File: config.mk
export PLATFORM = sky130hd
export DESIGN_NAME = bias_rd_sched
export DESIGN_NICKNAME = d
export VERILOG_FILES = /design/src/rtl/bias_rd_sched.sv
export SDC_FILE = /design/constraint.sdc
export NUM_CORES = 2
export LEC_CHECK = 0
export BUFFER_PORTS_ARGS = -buffer_cell sky130_fd_sc_hd__buf_2
export CORE_MARGIN = 3
export CORE_UTILIZATION = 45
export CTS_CLUSTER_DIAMETER = 200
export CTS_CLUSTER_SIZE = 14
export DETAILED_ROUTE_END_ITERATION = 12
export PLACE_DENSITY = 0.67
export SLEW_MARGIN = 20
export SYNTH_ARGS = -nofsm -noshare
export SYNTH_HDL_FRONTEND = slang
export SYNTH_SLANG_ARGS = --single-unit
File: constraint.sdc
create_clock -name i_clk -period 12.1 [get_ports i_clk]
set_clock_uncertainty 0.1 [all_clocks]
set_input_delay 1.815 -clock i_clk [delete_from_list [all_inputs] [get_ports i_clk]]
set_output_delay 1.815 -clock i_clk [all_outputs]
set_load 0.03 [all_outputs]
File: src/rtl/bias_rd_sched.sv
// Bias buffer read scheduler: issues a wrapping burst of SRAM reads around host accesses,
// absorbs the fixed read latency in a credit-controlled FIFO and streams words to the bias loader.

module bias_rd_sched_chk (
   input logic i_clk,
   input logic i_rst_n,
   input logic push,
   input logic full
);
   // A returning word must always find a free FIFO slot.
   assert property (@(posedge i_clk) disable iff (!i_rst_n) !(push && full));
endmodule

module bias_rd_sched #(
   parameter int ADDR_WD    = 7,
   parameter int DATA_WD    = 512,
   parameter int RD_LAT     = 2,
   parameter int FIFO_DEPTH = 4
) (
   input  logic               i_clk,
   input  logic               i_rst_n,
   input  logic               i_start,
   input  logic [ADDR_WD-1:0] i_base_addr,
   input  logic [ADDR_WD:0]   i_num,
   input  logic               i_clr,
   output logic               o_busy,
   output logic               o_done,
   input  logic               i_host_en,
   output logic               o_buf_rd_en,
   output logic [ADDR_WD-1:0] o_buf_rd_addr,
   input  logic [DATA_WD-1:0] i_buf_dat,
   output logic [DATA_WD-1:0] o_bias_dat,
   output logic               o_bias_vld,
   input  logic               i_bias_rdy,
   output logic               o_bias_last
);
   localparam int PTR_WD = $clog2(FIFO_DEPTH);
   localparam int CR_WD  = $clog2(FIFO_DEPTH + RD_LAT + 1) + 1;

   typedef enum logic [1:0] {
      ST_IDLE  = 2'd0,
      ST_RUN   = 2'd1,
      ST_DRAIN = 2'd2,
      ST_DONE  = 2'd3
   } state_t;

   state_t             state_r;
   logic [ADDR_WD-1:0] base_r;
   logic [ADDR_WD:0]   num_r;
   logic [ADDR_WD:0]   issue_cnt_r;
   logic [ADDR_WD:0]   pop_cnt_r;
   logic               busy_r;
   logic               done_r;
   logic [RD_LAT-1:0]  pipe_r;
   logic [DATA_WD-1:0] fifo_mem_r [FIFO_DEPTH];
   logic [PTR_WD-1:0]  wr_ptr_r;
   logic [PTR_WD-1:0]  rd_ptr_r;
   logic [PTR_WD:0]    fifo_cnt_r;

   logic [CR_WD-1:0]   inflight_s;
   logic [CR_WD-1:0]   credit_s;
   logic               rd_en_s;
   logic               push_s;
   logic               pop_s;
   logic               vld_s;
   logic               full_s;
   logic [ADDR_WD:0]   pop_cnt_nxt_s;

   // Reads in flight plus words buffered; a pop this cycle only frees its slot next cycle.
   always_comb begin
      inflight_s = '0;
      for (int i = 0; i < RD_LAT; i++) begin
         inflight_s = inflight_s + CR_WD'(pipe_r[i]);
      end
      credit_s = inflight_s + CR_WD'(fifo_cnt_r);
   end

   // Host always wins the port; clear suppresses any new read in its own cycle.
   always_comb begin
      if ((state_r == ST_RUN) && !i_host_en && !i_clr &&
          (credit_s < CR_WD'(FIFO_DEPTH)) && (issue_cnt_r < num_r)) begin
         rd_en_s = 1'b1;
      end else begin
         rd_en_s = 1'b0;
      end
   end

   assign push_s        = pipe_r[RD_LAT-1];
   assign vld_s         = (fifo_cnt_r != '0);
   assign pop_s         = vld_s & i_bias_rdy;
   assign full_s        = (fifo_cnt_r == (PTR_WD+1)'(FIFO_DEPTH));
   assign pop_cnt_nxt_s = pop_cnt_r + {{ADDR_WD{1'b0}}, pop_s};

   // Burst control FSM with registered busy/done.
   always_ff @(posedge i_clk or negedge i_rst_n) begin
      if (!i_rst_n) begin
         state_r     <= ST_IDLE;
         base_r      <= '0;
         num_r       <= '0;
         issue_cnt_r <= '0;
         pop_cnt_r   <= '0;
         busy_r      <= 1'b0;
         done_r      <= 1'b0;
      end else if (i_clr) begin
         state_r     <= ST_IDLE;
         base_r      <= '0;
         num_r       <= '0;
         issue_cnt_r <= '0;
         pop_cnt_r   <= '0;
         busy_r      <= 1'b0;
         done_r      <= 1'b0;
      end else begin
         done_r    <= 1'b0;
         pop_cnt_r <= pop_cnt_nxt_s;
         case (state_r)
            ST_IDLE: begin
               if (i_start) begin
                  base_r      <= i_base_addr;
                  num_r       <= i_num;
                  issue_cnt_r <= '0;
                  pop_cnt_r   <= '0;
                  busy_r      <= 1'b1;
                  if (i_num == '0) begin
                     state_r <= ST_DONE;
                     done_r  <= 1'b1;
                  end else begin
                     state_r <= ST_RUN;
                  end
               end
            end
            ST_RUN: begin
               if (rd_en_s) begin
                  issue_cnt_r <= issue_cnt_r + (ADDR_WD+1)'(1);
                  if ((issue_cnt_r + (ADDR_WD+1)'(1)) == num_r) begin
                     state_r <= ST_DRAIN;
                  end
               end
            end
            ST_DRAIN: begin
               // Every read is issued, so a full pop count means pipe and FIFO are empty.
               if (pop_cnt_nxt_s == num_r) begin
                  state_r <= ST_DONE;
                  done_r  <= 1'b1;
               end
            end
            ST_DONE: begin
               state_r <= ST_IDLE;
               busy_r  <= 1'b0;
            end
            default: begin
               state_r <= ST_IDLE;
               busy_r  <= 1'b0;
            end
         endcase
      end
   end

   // Read-latency pipe: the flag leaving the last stage marks valid buffer data.
   always_ff @(posedge i_clk or negedge i_rst_n) begin
      if (!i_rst_n) begin
         pipe_r <= '0;
      end else if (i_clr) begin
         pipe_r <= '0;
      end else begin
         pipe_r[0] <= rd_en_s;
         for (int i = 1; i < RD_LAT; i++) begin
            pipe_r[i] <= pipe_r[i-1];
         end
      end
   end

   // FIFO pointers and occupancy.
   always_ff @(posedge i_clk or negedge i_rst_n) begin
      if (!i_rst_n) begin
         wr_ptr_r   <= '0;
         rd_ptr_r   <= '0;
         fifo_cnt_r <= '0;
      end else if (i_clr) begin
         wr_ptr_r   <= '0;
         rd_ptr_r   <= '0;
         fifo_cnt_r <= '0;
      end else begin
         if (push_s) begin
            wr_ptr_r <= wr_ptr_r + PTR_WD'(1);
         end
         if (pop_s) begin
            rd_ptr_r <= rd_ptr_r + PTR_WD'(1);
         end
         fifo_cnt_r <= fifo_cnt_r + (PTR_WD+1)'(push_s) - (PTR_WD+1)'(pop_s);
      end
   end

   // FIFO storage; contents are only visible through a valid head.
   always_ff @(posedge i_clk) begin
      if (push_s && !i_clr) begin
         fifo_mem_r[wr_ptr_r] <= i_buf_dat;
      end
   end

   assign o_busy        = busy_r;
   assign o_done        = done_r;
   assign o_buf_rd_en   = rd_en_s;
   assign o_buf_rd_addr = base_r + issue_cnt_r[ADDR_WD-1:0];
   assign o_bias_vld    = vld_s;
   assign o_bias_dat    = vld_s ? fifo_mem_r[rd_ptr_r] : '0;
   assign o_bias_last   = vld_s & (pop_cnt_r == (num_r - (ADDR_WD+1)'(1)));

   bias_rd_sched_chk u_chk (
      .i_clk   (i_clk),
      .i_rst_n (i_rst_n),
      .push    (push_s),
      .full    (full_s)
   );
endmodule

Word-level counts from Yosys, hierarchy flattened
Memory sizes are Yosys's and may differ from the RTL's.
Index checks and enable logic that the tools add are counted.
W data, S select, Z words.
{"block": "word_totals", "ramBits": 2048, "ff_bits": 44, "output_inout_bits": 524, "rom_bits": 0, "word_cells": 94, "latchBits": 0, "n_memories": 1, "inputBits": 533}
{"block": "op_classes", "eq_ne": 10, "n_reduce_logical": 20, "addsub": 10, "n_bitwise": 2, "shift": 0, "n_mul": 0, "magnitude_cmp": 2, "mux": 38, "div_mod_pow": 0}
{"name": "fifo_mem_r", "depth": 4, "word_bits": 512, "read_ports": 1, "rd_ports_with_merged_regs": 0, "write_ports": 1, "line": "55", "source": "logic [DATA_WD-1:0] fifo_mem_r [FIFO_DEPTH];"}
{"operator": "$mux W512", "count": 1}
{"operator": "$mux W8", "count": 9}
{"operator": "$eq A8 B8 Y1", "count": 3}
{"operator": "$mux W2", "count": 11}
{"operator": "$mux W7", "count": 3}
{"operator": "$pmux W8 S2", "count": 1}
{"operator": "$mux W1", "count": 9}
{"operator": "$ne A3 B3 Y1 const B", "count": 3}
{"operator": "$reduce_bool A3 Y1", "count": 3}
{"operator": "$add A8 B1 Y8", "count": 1}
{"operator": "$add A8 B1 Y8 const B", "count": 1}
{"operator": "$logic_not A8 Y1", "count": 1}
{"operator": "$lt A8 B8 Y1", "count": 1}
{"operator": "$pmux W2 S4", "count": 1}
{"operator": "$reduce_bool A2 Y1", "count": 4}
{"operator": "$sub A8 B1 Y8 const B", "count": 1}
{"operator": "$add A7 B7 Y7", "count": 1}
{"operator": "$logic_and A1 B1 Y1", "count": 5}
{"operator": "$add A2 B1 Y2 const B", "count": 2}
{"operator": "$add A2 B3 Y4", "count": 1}
{"operator": "$eq A2 B2 Y1 const B", "count": 2}
{"operator": "$lt A4 B3 Y1 const B", "count": 1}
{"operator": "$pmux W1 S2", "count": 2}
{"operator": "$reduce_and A2 Y1", "count": 2}
{"operator": "other kinds (11)", "count": 13}

Logic depth before layout (Yosys ltp)
{"block": "depth", "depth_word": 9, "ltp_mapped": 11, "ltp_nobuf": 10}

Worst setup path after synthesis
No wires, ideal clock.
{"block": "synth_path", "path_type": "input port to flip-flop", "startpoint": "in i_clr", "endpoint": "mem fifo_mem_r[0][0] (enable)", "cell_stages": 3, "path_buffers": 1, "setup_time_ps": 946, "path_slack_ps": -2691, "required_ps": 11054, "arrival_time_ps": 13745, "path_cell_list": "buf_4 nor2b_1 and2_1"}
{"block": "synth_via", "elab_chain_len": 4}
{"element": "from (decl)", "line": "25", "source": "input logic i_clr,"}
{"element": "$logic_not A1 Y1", "line": "195", "source": "if (push_s && !i_clr) begin"}
{"element": "$logic_and A1 B1 Y1", "line": "195"}
{"element": "$mux W1", "line": "195"}
{"element": "$mux W1 (implied by the code)", "line": "196", "source": "fifo_mem_r[wr_ptr_r] <= i_buf_dat;"}
{"element": "to (decl)", "line": "55"}
Every way passes these cells.

Final worst setup path
{"block": "layout_path", "startpoint": "reg rd_ptr_r[0]", "endpoint": "out o_bias_dat[171]"}
{"block": "layout_via", "elab_chain_len": 2}
{"element": "from (decl)", "line": "57", "source": "logic [PTR_WD-1:0] rd_ptr_r;"}
{"element": "from (signal assigned)", "line": "187", "source": "rd_ptr_r <= rd_ptr_r + PTR_WD'(1);"}
{"element": "$mem_v2 Z4 W512"}
{"element": "$mux W512", "line": "205", "source": "assign o_bias_dat = vld_s ? fifo_mem_r[rd_ptr_r] : '0;"}
{"element": "to (decl)", "line": "32", "source": "output logic [DATA_WD-1:0] o_bias_dat,"}
Every way passes these cells.

==> flow_metrics.tcl <==
set metrics [dict create \
    place_congestion 0.840 \
    hold_buffers 0 \
    rsz0062_at_grt "false" \
    drv_cap 0 \
    synth_xor_area_share_pct 0.453 \
    status "complete, no violations" \
    max_stage_delay_ns 0.87 \
    switchingPower_mw 7.09 \
    setup_violations 0 \
    hold_class "reg2reg" \
    critPathMaxFanout 95 \
    synth_warnings 0 \
    initial_core_util_pct 45.4 \
    dr.pass1.iters 5 \
    port-buffer-count 1056 \
    synthCells 3631 \
    swShare_pct 35.6 \
    cp-start-kind "register" \
    dieWidth_um 428 \
    p_leak_nw 31.1 \
    num-nets-final 5274 \
    cts_resized 0 \
    netlist_area_um2 80300 \
    regToRegSetupSlack_ns 8.06 \
    ys_types 61 \
    routed_wl_mm 191 \
    syn_nets 4196 \
    root_buffer "clkbuf_16" \
    crit_top_cell "buf_12" \
    fp.dieArea_um2 184000 \
    synth_edf_count 2048 \
    cp.arrival_ns 4.43 \
    cts_setup_buffers 0 \
    grt_pass1_vias 40600 \
    synth-seq-cells 2092 \
    synth_most_common_cell "edfxtp_1" \
    synth-compound-area-share_pct 0.633 \
    area_growth_pct 15.8 \
    yosys.area_share.simple_pct 4.94 \
    period_share_pct 52.4 \
    first_iter_violations 3063 \
    synth_top_family_by_area "multiplexers" \
    synthTopCellsByCount "edfxtp_1, and2_1, mux4_2" \
    cts_buffers 167 \
    crit_required_ns 10.18 \
    synthArstFlopShare_pct 2.10 \
    grt_util_all_layers_pct 20.6 \
    antenna_found_initial 135 \
    core_um2 177000 \
    tritoncts "done" \
    rows 154 \
    fillers 13700 \
    path_cells "buf_12 > buf_12 > buf_16 > mux4_2 > and2_1 > buf_2" \
    synth_adder_area_share_pct 0.517 \
    slew_headroom_pct 11.5 \
    clk_latency_ns 0.80 \
    seq_area_frac_synth_pct 78.0 \
    wl_per_cell_um 26.7 \
    vdd_ir_drop_max_v 0.000249 \
    synth_top_area_share_pct 76.6 \
    p_int_mw 12.8 \
    grt_overflow 0 \
    slew_viol_final 0 \
    pwr-share-clk_pct 24.4 \
    ctsLongestPathBuffers 3 \
    crit_type "reg2out" \
    hold_violations 0 \
    crit_path_end_kind "primary output" \
    grt_max_degree 197 \
    power_frac_seq_pct 40.5 \
    drc_errors 0 \
    drive_gt1_share_pct 38.3 \
    p_comb_share_pct 35.1 \
    grt_pass1_wl_mm 278 \
    via_per_inst 5.51 \
    vias 39300 \
    powerDensity_nw_per_um2 214 \
    tightest_slew_ns 1.33 \
    dp_slack_ns 6.25 \
    die_y_um 428 \
    io_pins 1057 \
    synth_ff_type "edfxtp_1" \
    clock.fmax_mhz 158 \
    antenna_left 0 \
    synthMuxAreaShare_pct 14.4 \
    cts_htree_levels 4 \
    crit_slowest_cell "dfrtp_4" \
    clock-sinks 2092 \
    whs_ns 0.429 \
    synth_area_leaders "edfxtp_1, mux4_2, and2_1" \
    worst_slack_ns 5.75 \
    yosysTopAreaCell "edfxtp_1" \
    syn_area_per_cell_um2 22.1 \
    clkTransAtPathRegs_ns 0.07 \
    min_period_ns 6.35 \
    hpwl_mm 122 \
]
==> power groups by stage <==
| stage | Sequential (mW) | Clock, mW | Combinational, mW |
|---|---|---|---|
| after floorplan | 8.19 | 0 | 4.75 |
| after global placement | 8.24 | 0 | 7.05 |
| after detailed placement | 8.24 | 0 | 7.04 |
| after CTS | 8.09 | 5.00 | 7.07 |
| after global routing | 8.07 | 5.27 | 7.34 |
| final | 8.07 | 4.87 | 6.98 |
==> worst max-delay path: cells and delay by family (launching register included) <==
kind | cells | cell delay [ns]
mux | 1 | 0.59
buf+inv | 4 | 1.62
flops | 1 | 0.87
simple gates | 1 | 0.18
==> flip-flops by register name, summed over array words and instances, names as in the netlist <==
name         flops
pop_cnt_r        8
rd_ptr_r         2
fifo_cnt_r       3
o_busy           1
wr_ptr_r         2
num_r            8
state_r          2
pipe_r           2
issue_cnt_r      8
fifo_mem_r    2048
base_r           7
o_done           1
==> final timing paths <==
path,from,to,cells after the start
hold reg to reg,pipe_r[0],pipe_r[1],1
hold / removal,pipe_r[0],pipe_r[1],1
setup / recovery,rd_ptr_r[0],o_bias_dat[171],6
max in group asynchronous,i_rst_n,rd_ptr_r[1],1
setup reg to reg,fifo_cnt_r[1],state_r[1],10
min in group asynchronous,i_rst_n,fifo_cnt_r[1],1
==> layer usage <==
layer  part of all wire, %  routed length, um  track usage [%]
met5                  0.14                269                0
met4                   5.4              10400             11.4
met1                    37              70300             24.8
met3                   6.8              13100             5.63
met2                    51              97000             33.9
==> cells by family (layout without fill, tap and decap cells) <==
family / after synthesis / count (layout)
adder cells (fa/ha/maj): 32 / 32
buffers and inverters: 219 / 1319
XOR/XNOR: 40 / 40
AO/OA/AOI/OAI: 78 / 78
other: 0 / 73
multiplexers: 513 / 513
AND/OR/NAND/NOR: 657 / 657
flip-flops: 2092 / 2092
==> cells in the final DEF (no fill, tap or decap), types with 7 or more instances in the layout <==
cell type / instances
edfxtp_1: 2048
buf_2: 1055
and2_1: 515
mux4_2: 512
clkbuf_16: 170
diode_2: 73
nand2_1: 44
dfrtp_1: 42
ha_1: 30
inv_1: 28
a21oi_1: 28
nor2_1: 28
buf_4: 28
xnor2_1: 24
buf_12: 16
xor2_1: 15
o21ai_0: 12
nor2b_1: 9
o31ai_1: 8
clkbuf_1: 8
nand2b_1: 7
==> metrics by stage <==
stage	utilization [%]	TNS [ns]	instances	instance area, um2	power, mW
6_report	52.6	0	7144	93000	19.9
5_1_grt	52.6	0	7112	92900	20.7
4_1_cts	52.5	0	7069	92700	20.2
3_5_place_dp	49.9	0	6878	88200	15.3
3_3_place_gp	49.9	0	6878	88200	15.3
2_1_floorplan	-	-1377.43	3631	80300	12.9
==> layout make-up <==
cell class                 count  area, um2  area share, %
clock buffer                 178       4280           4.61
inverter                      28        105          0.113
tap                         2340       2930           3.15
sequential                  2092      62600           67.3
timing repair buffer        1100       5840           6.28
clock inverter                13        213          0.229
antenna                       73        183          0.196
multi-input combinational   1320      16800           18.1
Note: power is estimated with default switching activity, not from simulation.
